<file path="config.mk">
export PLATFORM = sky130hd
export DESIGN_NAME = pio_led_fader
export DESIGN_NICKNAME = d
export VERILOG_FILES = /design/src/rtl/pio_led_fader.sv
export SDC_FILE = /design/constraint.sdc
export NUM_CORES = 1
export LEC_CHECK = 0
export CORE_UTILIZATION = 59
export CTS_BUF_LIST = sky130_fd_sc_hd__clkbuf_8
export DETAILED_ROUTE_END_ITERATION = 16
export MAX_ROUTING_LAYER = met4
export PLACE_DENSITY = 0.79
export SYNTH_ARGS = -nofsm -noshare
export SYNTH_HDL_FRONTEND = slang
export SYNTH_SLANG_ARGS = --single-unit
</file>
<file path="constraint.sdc">
create_clock -name clk -period 2.1 [get_ports clk]
set_input_delay 0.21 -clock clk [delete_from_list [all_inputs] [get_ports clk]]
set_output_delay 0.21 -clock clk [all_outputs]
set_load 0.005 [all_outputs]
</file>
<file path="src/rtl/pio_led_fader.sv">
// pio_led_fader: PIO bits to per-channel PWM LED drive with linear fade (clk, reset, pio_in, fade_en -> led_out, frame_pulse)
module pio_led_fader #(
  parameter int N_CH     = 8,
  parameter int PWM_BITS = 8,
  parameter int PRESCALE = 94,
  parameter int STEP     = 4
) (
  input  logic            clk,
  input  logic            reset,
  input  logic [N_CH-1:0] pio_in,
  input  logic            fade_en,
  output logic [N_CH-1:0] led_out,
  output logic            frame_pulse
);
  localparam int PW = PRESCALE > 1 ? $clog2(PRESCALE) : 1;
  localparam logic [PW-1:0] P_LAST = PW'(PRESCALE - 1);
  localparam logic [PWM_BITS-1:0] MAX = '1;
  localparam logic [PWM_BITS:0] STEP_W = (PWM_BITS+1)'(STEP);
  logic [PW-1:0] presc;
  logic [PWM_BITS-1:0] pwm_cnt;
  logic [N_CH-1:0][PWM_BITS-1:0] duty, duty_nxt;
  logic [N_CH-1:0] led_nxt;
  logic [PWM_BITS-1:0] tgt;
  logic [PWM_BITS:0] up, dn;
  logic tick, frame_end;
  assign tick = presc == P_LAST;
  assign frame_end = tick && pwm_cnt == MAX;
  always_comb begin
    duty_nxt = duty;
    led_nxt = '0;
    tgt = '0;
    up = '0;
    dn = '0;
    for (int c = 0; c < N_CH; c++) begin
      tgt = pio_in[c] ? MAX : '0;
      up = {1'b0, duty[c]} + STEP_W;
      dn = {1'b0, duty[c]} - STEP_W;
      duty_nxt[c] = !fade_en ? tgt
                  : !frame_end ? duty[c]
                  : duty[c] < tgt ? (up > {1'b0, MAX} ? MAX : up[PWM_BITS-1:0])
                  : duty[c] > tgt ? (dn[PWM_BITS] ? '0 : dn[PWM_BITS-1:0])
                  : duty[c];
      led_nxt[c] = duty[c] == MAX || pwm_cnt < duty[c];
    end
  end
  always_ff @(posedge clk or posedge reset) begin
    if (reset) begin
      presc <= '0;
      pwm_cnt <= '0;
      duty <= '0;
      led_out <= '0;
      frame_pulse <= 1'b0;
    end else begin
      presc <= tick ? '0 : presc + 1'b1;
      if (tick) pwm_cnt <= pwm_cnt + 1'b1;
      duty <= duty_nxt;
      led_out <= led_nxt;
      frame_pulse <= frame_end;
    end
  end
endmodule

</file>
==> flow_metrics.env, run 1 <==
export IMPL_post_route_util_pct=88.5
export IMPL_clock_skew_ns=0.0219
export IMPL_power_switching_mw=4.17
export IMPL_grt_max_degree=37
export IMPL_n_fill_cell=611
export IMPL_clock_latency_ns=0.40
export IMPL_fp_dieArea_mm2=0.0149
export IMPL_synth_common_cells="139 x ha_1, 80 x dfrtp_1, 74 x inv_1"
export IMPL_start_util_pct=61.0
export IMPL_start_kind="flip-flop"
export IMPL_synth_distinct_cells=83
export IMPL_required_ns=2.39
export IMPL_cp_num_buf_inv=2
export IMPL_worstSetupPathType="flip-flop to flip-flop"
export IMPL_routedWlPerCell_um=23.4
export IMPL_antenna_found_initial=0
export IMPL_synth_area_leaders="dfrtp_1 23%, ha_1 20%, a21oi_1 3.4%"
export IMPL_rrSetupSlack_ns=-0.24
export IMPL_dp_hpwl_um=17900
export IMPL_setup_viol_count_final=46
export IMPL_pwr_share_comb_pct=64.5
export IMPL_post_route_period_util_pct=111
export IMPL_cts_tree="yes"
export IMPL_finalHoldViolCount=0
export IMPL_core_mm2=0.0140
export IMPL_ys_seq_area_share_pct=23.5
export IMPL_layout_drive_gt1_share_pct=38.0
export IMPL_violations="negative setup slack"
export IMPL_rsz0062_at_grt="yes"
export IMPL_switching_share_pct=45.4
export IMPL_io_buffers=19
export IMPL_p_clk_share_pct=13.8
export IMPL_synth_fp_nets=1150
export IMPL_drtIter0Drc=1661
export IMPL_htree_levels=3
export IMPL_slowest_delay_ns=0.42
export IMPL_dpl_cell_area_mm2=0.0104
export IMPL_setup_slack_ns=-0.237
export IMPL_p_seq_share_pct=21.7
export IMPL_tightest_slew_ns=0.859
export IMPL_grtUsageTotal_pct=35.1
export IMPL_n_antenna_cell=0
export IMPL_die_w_um=122
export IMPL_drv_slew=0
export IMPL_synth_seq_cells=80
export IMPL_wirelength_um=33300
export IMPL_status="finished with violations"
export IMPL_routed_via_density=7.19
export IMPL_netlist_area_mm2=0.00853
export IMPL_dr_total_vias=10225
export IMPL_remaining_drc_errors=0
export IMPL_reg2reg_depth=9
export IMPL_fin_crit_ns=2.34
export IMPL_synth_top_cell_area_share_pct=23.5
export IMPL_crit_chain="buf_6, ha_4, nand3b_1, a21oi_2, nor2_2, o41ai_2, buf_4, a221oi_1, o32a_1"
export IMPL_fmax_mhz=428
export IMPL_yosysTopAreaCell="dfrtp_1"
export IMPL_nNetsFinal=1387
export IMPL_grt_pass1_wl_um=40800
export IMPL_async_flop_share_pct=100
export IMPL_critPathArrivalTime_ns=2.62
export IMPL_ioPinCount=20
export IMPL_crit_path_end_kind="flip-flop"
export IMPL_hold_buffers=0
export IMPL_crit_cells=9
export IMPL_place_congestion=0.965
export IMPL_cts_root_buf="clkbuf_8"
export IMPL_synth_main_ff_cell="dfrtp_1"
export IMPL_min_path_type="primary input to asynchronous set/reset pin"
export IMPL_path_max_fanout=4
export IMPL_cts_buffers=9
export IMPL_slew_headroom_pct=42.6
export IMPL_peakVddDrop_v=0.000588
export IMPL_fp_row_count=43
export IMPL_fin_area_mm2=0.0124
export IMPL_die_y_um=122
export IMPL_area_growth_pct=45.2
export IMPL_synth_most_common_cell="ha_1"
export IMPL_grt_overflow_total=0
export IMPL_p_int_mw=5.01
export IMPL_clkSlewWorstSetupHoldPaths_ns=0.10
export IMPL_yosysWarnings=0
export IMPL_grt_pass1_vias=8579
export IMPL_syn_inst=1000
export IMPL_power_leakage_nw=5.66
export IMPL_drt_first_pass_iters=8
export IMPL_cts_sink_count=80
export IMPL_drtAntennaViolNets=0
export IMPL_critPathTopFamily="compound AO/OA/AOI/OAI gates"
export IMPL_max_cap_viol_count=0
export IMPL_clockBufferDepth=2
export IMPL_slowest_stage="dfrtp_1"
export IMPL_synth_edff_count=0
export IMPL_avgSynthCellArea_um2=8.53
export IMPL_power_density_mw_per_mm2=742
-- worst reg2reg max path: cells and delay by family, from the launching register on --
kind,cells,cell delay (ns)
AOI/OAI and AO/OA,4,0.98
and+or+nand+nor,2,0.21
buffers and inverters,2,0.37
DFF,1,0.42
adders and majority gates,1,0.25
-- cell usage in the layout (no fill, tap or decap), types with 7 or more instances in the layout --
| master | instances |
|---|---|
| xnor2_1 | 12 |
| or3_1 | 8 |
| a31oi_1 | 15 |
| a211oi_2 | 7 |
| buf_4 | 203 |
| and3_1 | 14 |
| and2_1 | 7 |
| a22oi_1 | 10 |
| a21oi_1 | 33 |
| o21ai_0 | 29 |
| clkbuf_8 | 9 |
| nor3_1 | 20 |
| o22ai_1 | 13 |
| nand2b_1 | 12 |
| clkdlybuf4s50_1 | 10 |
| o31ai_4 | 8 |
| dfrtp_1 | 76 |
| mux2i_1 | 10 |
| a21oi_4 | 8 |
| a21oi_2 | 20 |
| nand3b_1 | 10 |
| nand3_1 | 38 |
| nand2_1 | 39 |
| nor2_1 | 53 |
| buf_6 | 41 |
| o2111ai_1 | 7 |
| and4_1 | 7 |
| inv_1 | 58 |
| a211o_1 | 7 |
| o211ai_1 | 9 |
| nand4_1 | 34 |
| ha_1 | 105 |
| inv_2 | 9 |
| ha_4 | 31 |
| a21o_1 | 31 |
-- path summary, 6_finish.rpt --
path,from,end
min in group clk,fade_en,duty[7]$_DFFE_PP0P_
worst min-delay path,reset,duty[40]$_DFFE_PP0P_
max in group asynchronous,reset,duty[55]$_DFFE_PP0P_
worst max register to register,duty[18]$_DFFE_PP0P_,duty[21]$_DFFE_PP0P_
worst min register to register,presc[6]$_DFF_PP0_,presc[6]$_DFF_PP0_
worst max-delay path,duty[18]$_DFFE_PP0P_,duty[21]$_DFFE_PP0P_
-- sequential cells by signal, summed over array words and instances (netlist names) --
name	cells
duty	56
led_out	8
pwm_cnt	8
presc	7
frame_pulse	1
-- what timing repair did --
action,in CTS,in global routing
endpoints found under the setup margin,56,56
gates resized for setup,89,206
buffers inserted,14,39
gates cloned,2,1
pin swaps,43,105
-- final cells by class --
type	instances	area, um2	share of cell area, %
Clock inverter	7	80.1	0.647
Tap cell	180	225	1.82
Timing Repair Buffer	267	2240	18.1
Sequential cell	80	2010	16.2
Inverter	75	302	2.43
Multi-Input combinational cell	804	7410	59.8
Clock buffer	9	124	1.00
-- power by group through the flow --
stage | Clock [mW] | Sequential, mW | Combinational, mW
4_1_cts | 1.25 | 1.95 | 4.50
6_report | 1.27 | 1.99 | 5.93
5_1_grt | 1.31 | 2.01 | 6.24
3_3_place_gp | 0 | 1.96 | 4.04
2_1_floorplan | 0 | 2.02 | 2.56
3_5_place_dp | 0 | 1.96 | 4.16
-- per-layer routing --
| layer | global-route usage, % | wire, um |
|---|---|---|
| met5 | - | 0 |
| met4 | 14.8 | 2050 |
| met3 | 4.28 | 3180 |
| met2 | 58.1 | 15800 |
| met1 | 43.2 | 12300 |
-- cell families (layout without fill, tap and decap cells) --
group                    Yosys count  after routing  share of synthesized area (%)
adder cells (fa/ha/maj)          141            141                           20.6
XOR/XNOR                          17             17                           1.75
flip-flops                        80             80                           23.5
multiplexers                      19             19                           2.35
AND/OR/NAND/NOR                  301            302                           18.9
buffers and inverters            117            358                           5.50
AO/OA/AOI/OAI                    325            325                           27.4
-- metrics by stage --
stage	worst slack, ns	instances	total power, mW	hold WS (ns)	TNS (ns)
finish	-0.237	1422	9.18	0.205	-3.85
global route	-0.350	1422	9.56	0.233	-8.37
CTS	-0.172	1384	7.70	0.201	-0.529
detailed placement	-0.698	1353	6.13	0.537	-28.73
global placement	-0.631	1353	6.00	0.525	-26.28
floorplan	-0.132	1000	4.58	0.417	-0.569
Power figures use the tool's default switching activity.
==> run 2, diff against run 1 <==
--- a/config.mk
+++ b/config.mk
@@ -10,6 +10,7 @@
 export DETAILED_ROUTE_END_ITERATION = 16
 export MAX_ROUTING_LAYER = met4
 export PLACE_DENSITY = 0.79
+export SKIP_CTS_REPAIR_TIMING = 1
 export SYNTH_ARGS = -nofsm -noshare
 export SYNTH_HDL_FRONTEND = slang
 export SYNTH_SLANG_ARGS = --single-unit
==> run 2 against run 1 <==
The flow still finishes with violations (negative setup slack); combinational power fell by 2%; cell area decreased by 0.21%; setup slack got worse by 0.080 ns; clock power hardly changed; critical path depth down 1; hold slack improved by 0.067 ns; clock-buffer cell count stayed put; fmax decreased by 3.3%; wire length down 2.4%; sequential power barely moved; critical path type unchanged; largest cell class unchanged.
==> flow_metrics.env, run 2 (same netlist as run 1, synthesis figures left out) <==
export IMPL_status="finished with violations"
export IMPL_violations="negative setup slack"
export IMPL_final_cell_mix="206 x buf_4, 105 x ha_1, 77 x dfrtp_1"
export IMPL_post_route_period_util_pct=115
export IMPL_clockBufferDepth=2
export IMPL_critPathArrivalTime_ns=2.69
export IMPL_max_cap_viol_count=0
export IMPL_setup_slack_ns=-0.317
export IMPL_clock_skew_ns=0.0132
export IMPL_grt_pass1_vias=8197
export IMPL_required_ns=2.37
export IMPL_fp_dieArea_mm2=0.0149
export IMPL_grt_pass1_wl_um=38500
export IMPL_routed_via_density=7.11
export IMPL_drv_slew=0
export IMPL_pwr_share_comb_pct=64.1
export IMPL_p_int_mw=4.99
export IMPL_crit_top_cell="a221o_1"
export IMPL_path_max_fanout=3
export IMPL_fmax_mhz=414
export IMPL_layout_drive_gt1_share_pct=38.3
export IMPL_setup_viol_count_final=37
export IMPL_remaining_drc_errors=0
export IMPL_ioPinCount=20
export IMPL_top_regs="duty: 56 flops, led_out: 8 flops, pwm_cnt: 8 flops"
export IMPL_min_path_type="primary input to asynchronous set/reset pin"
export IMPL_slowest_stage="dfrtp_1"
export IMPL_dp_hpwl_um=17900
export IMPL_place_congestion=0.965
export IMPL_cts_buffers=9
export IMPL_tightest_slew_ns=0.630
export IMPL_routedWlPerCell_um=22.8
export IMPL_cts_root_buf="clkbuf_8"
export IMPL_switching_share_pct=44.8
export IMPL_drtIter0Drc=1486
export IMPL_r2r_start="duty[54]$_DFFE_PP0P_"
export IMPL_multi_input_area_mm2=0.00730
export IMPL_seq_area_mm2=0.00201
export IMPL_antenna_found_initial=0
export IMPL_critPathLaunch="duty[54]$_DFFE_PP0P_"
export IMPL_rrSetupSlack_ns=-0.32
export IMPL_fp_row_count=43
export IMPL_dr_total_vias=10158
export IMPL_p_seq_share_pct=21.9
export IMPL_start_util_pct=61.0
export IMPL_timing_setup_tns_ns=-3.62
export IMPL_clkSlewWorstSetupHoldPaths_ns=0.10
export IMPL_start_kind="flip-flop"
export IMPL_core_mm2=0.0140
export IMPL_htree_levels=3
export IMPL_die_w_um=122
export IMPL_wirelength_um=32500
export IMPL_p_clk_share_pct=14.0
export IMPL_largest_register_ffs=56
export IMPL_cts_tree="yes"
export IMPL_peakVddDrop_v=0.000415
export IMPL_io_buffers=19
export IMPL_area_growth_pct=44.9
export IMPL_layout_commonest_cell="buf_4"
export IMPL_drtAntennaViolNets=0
export IMPL_slowest_delay_ns=0.44
export IMPL_grtUsageTotal_pct=33.1
export IMPL_power_switching_mw=4.05
export IMPL_n_fill_cell=636
export IMPL_cts_sink_count=80
export IMPL_n_antenna_cell=0
export IMPL_power_density_mw_per_mm2=732
export IMPL_grt_overflow_total=0
export IMPL_finalHoldViolCount=0
export IMPL_clock_latency_ns=0.39
export IMPL_power_leakage_nw=5.70
export IMPL_fin_crit_ns=2.42
export IMPL_nNetsFinal=1394
export IMPL_post_place_ws_ns=-0.698
export IMPL_slew_headroom_pct=57.9
export IMPL_drt_first_pass_iters=6
export IMPL_rsz0062_at_grt="yes"
export IMPL_total_power_mw=9.04
export IMPL_grt_max_degree=37
export IMPL_top_register="duty"
export IMPL_die_y_um=122
export IMPL_crit_path_end_kind="flip-flop"
export IMPL_worstSetupPathType="flip-flop to flip-flop"
export IMPL_crit_chain="ha_4, a21o_1, a221o_1, or2_4, buf_6, o31ai_4, mux2i_1, a221o_1"
export IMPL_whs_ns=0.272
[run 2: cell count changes in the layout (fill, tap and decap cells not counted), sizes merged]
cell	previous run	this run
dlygate4sd2	4	0
nor2	62	63
dlymetal6s2s	4	8
buf	249	255
[run 2: critical path: cells and delay by family (launching register included)]
kind,cells,cell delay [ns]
mux,1,0.14
compound gates,4,1.06
flops,1,0.44
buf+inv,1,0.13
fa+ha+maj,1,0.27
simple gates,1,0.26
[run 2: final timing paths]
check / to / cells after the start
worst max-delay path: duty[53]$_DFFE_PP0P_ / 8
worst min register to register: presc[6]$_DFF_PP0_ / 1
worst min-delay path: led_out[2]$_DFF_PP0_ / 2
max in group asynchronous: led_out[3]$_DFF_PP0_ / 3
worst max register to register: duty[53]$_DFFE_PP0P_ / 8
min in group clk: duty[14]$_DFFE_PP0P_ / 4
[run 2: layout make-up]
class	instances	share of cell area, %
tap	180	1.82
inverter	75	2.50
clock buffer	9	1.00
clock inverter	7	0.648
sequential	80	16.2
timing repair buffer	273	18.7
multi-input combinational	805	59.1
[run 2: power by group through the flow]
| stage | combinational, mW | clock [mW] | sequential [mW] |
|---|---|---|---|
| after detailed placement | 4.16 | 0 | 1.96 |
| final | 5.79 | 1.27 | 1.98 |
| after global placement | 4.04 | 0 | 1.96 |
| after floorplan | 2.56 | 0 | 2.02 |
| after global routing | 6.13 | 1.32 | 2.00 |
| after CTS | 4.19 | 1.25 | 1.93 |
[run 2: metal layers]
| metal | vias up | global-route usage, % | routed length, um |
|---|---|---|---|
| met5 | - | - | 0 |
| met4 | 0 | 10.8 | 2060 |
| met3 | 260 | 3.58 | 3040 |
| met2 | 765 | 55.2 | 15600 |
| met1 | 4775 | 41.8 | 11800 |
| li1 | 4358 | - | - |
[run 2: metrics by stage]
step                      std cells  instance area, um2  util [%]
after floorplan                1000                8650         -
after global placement         1353               10400      74.1
after detailed placement       1353               10400      74.1
after CTS                      1369               10600      75.6
after global routing           1429               12400      88.3
final                          1429               12400      88.3
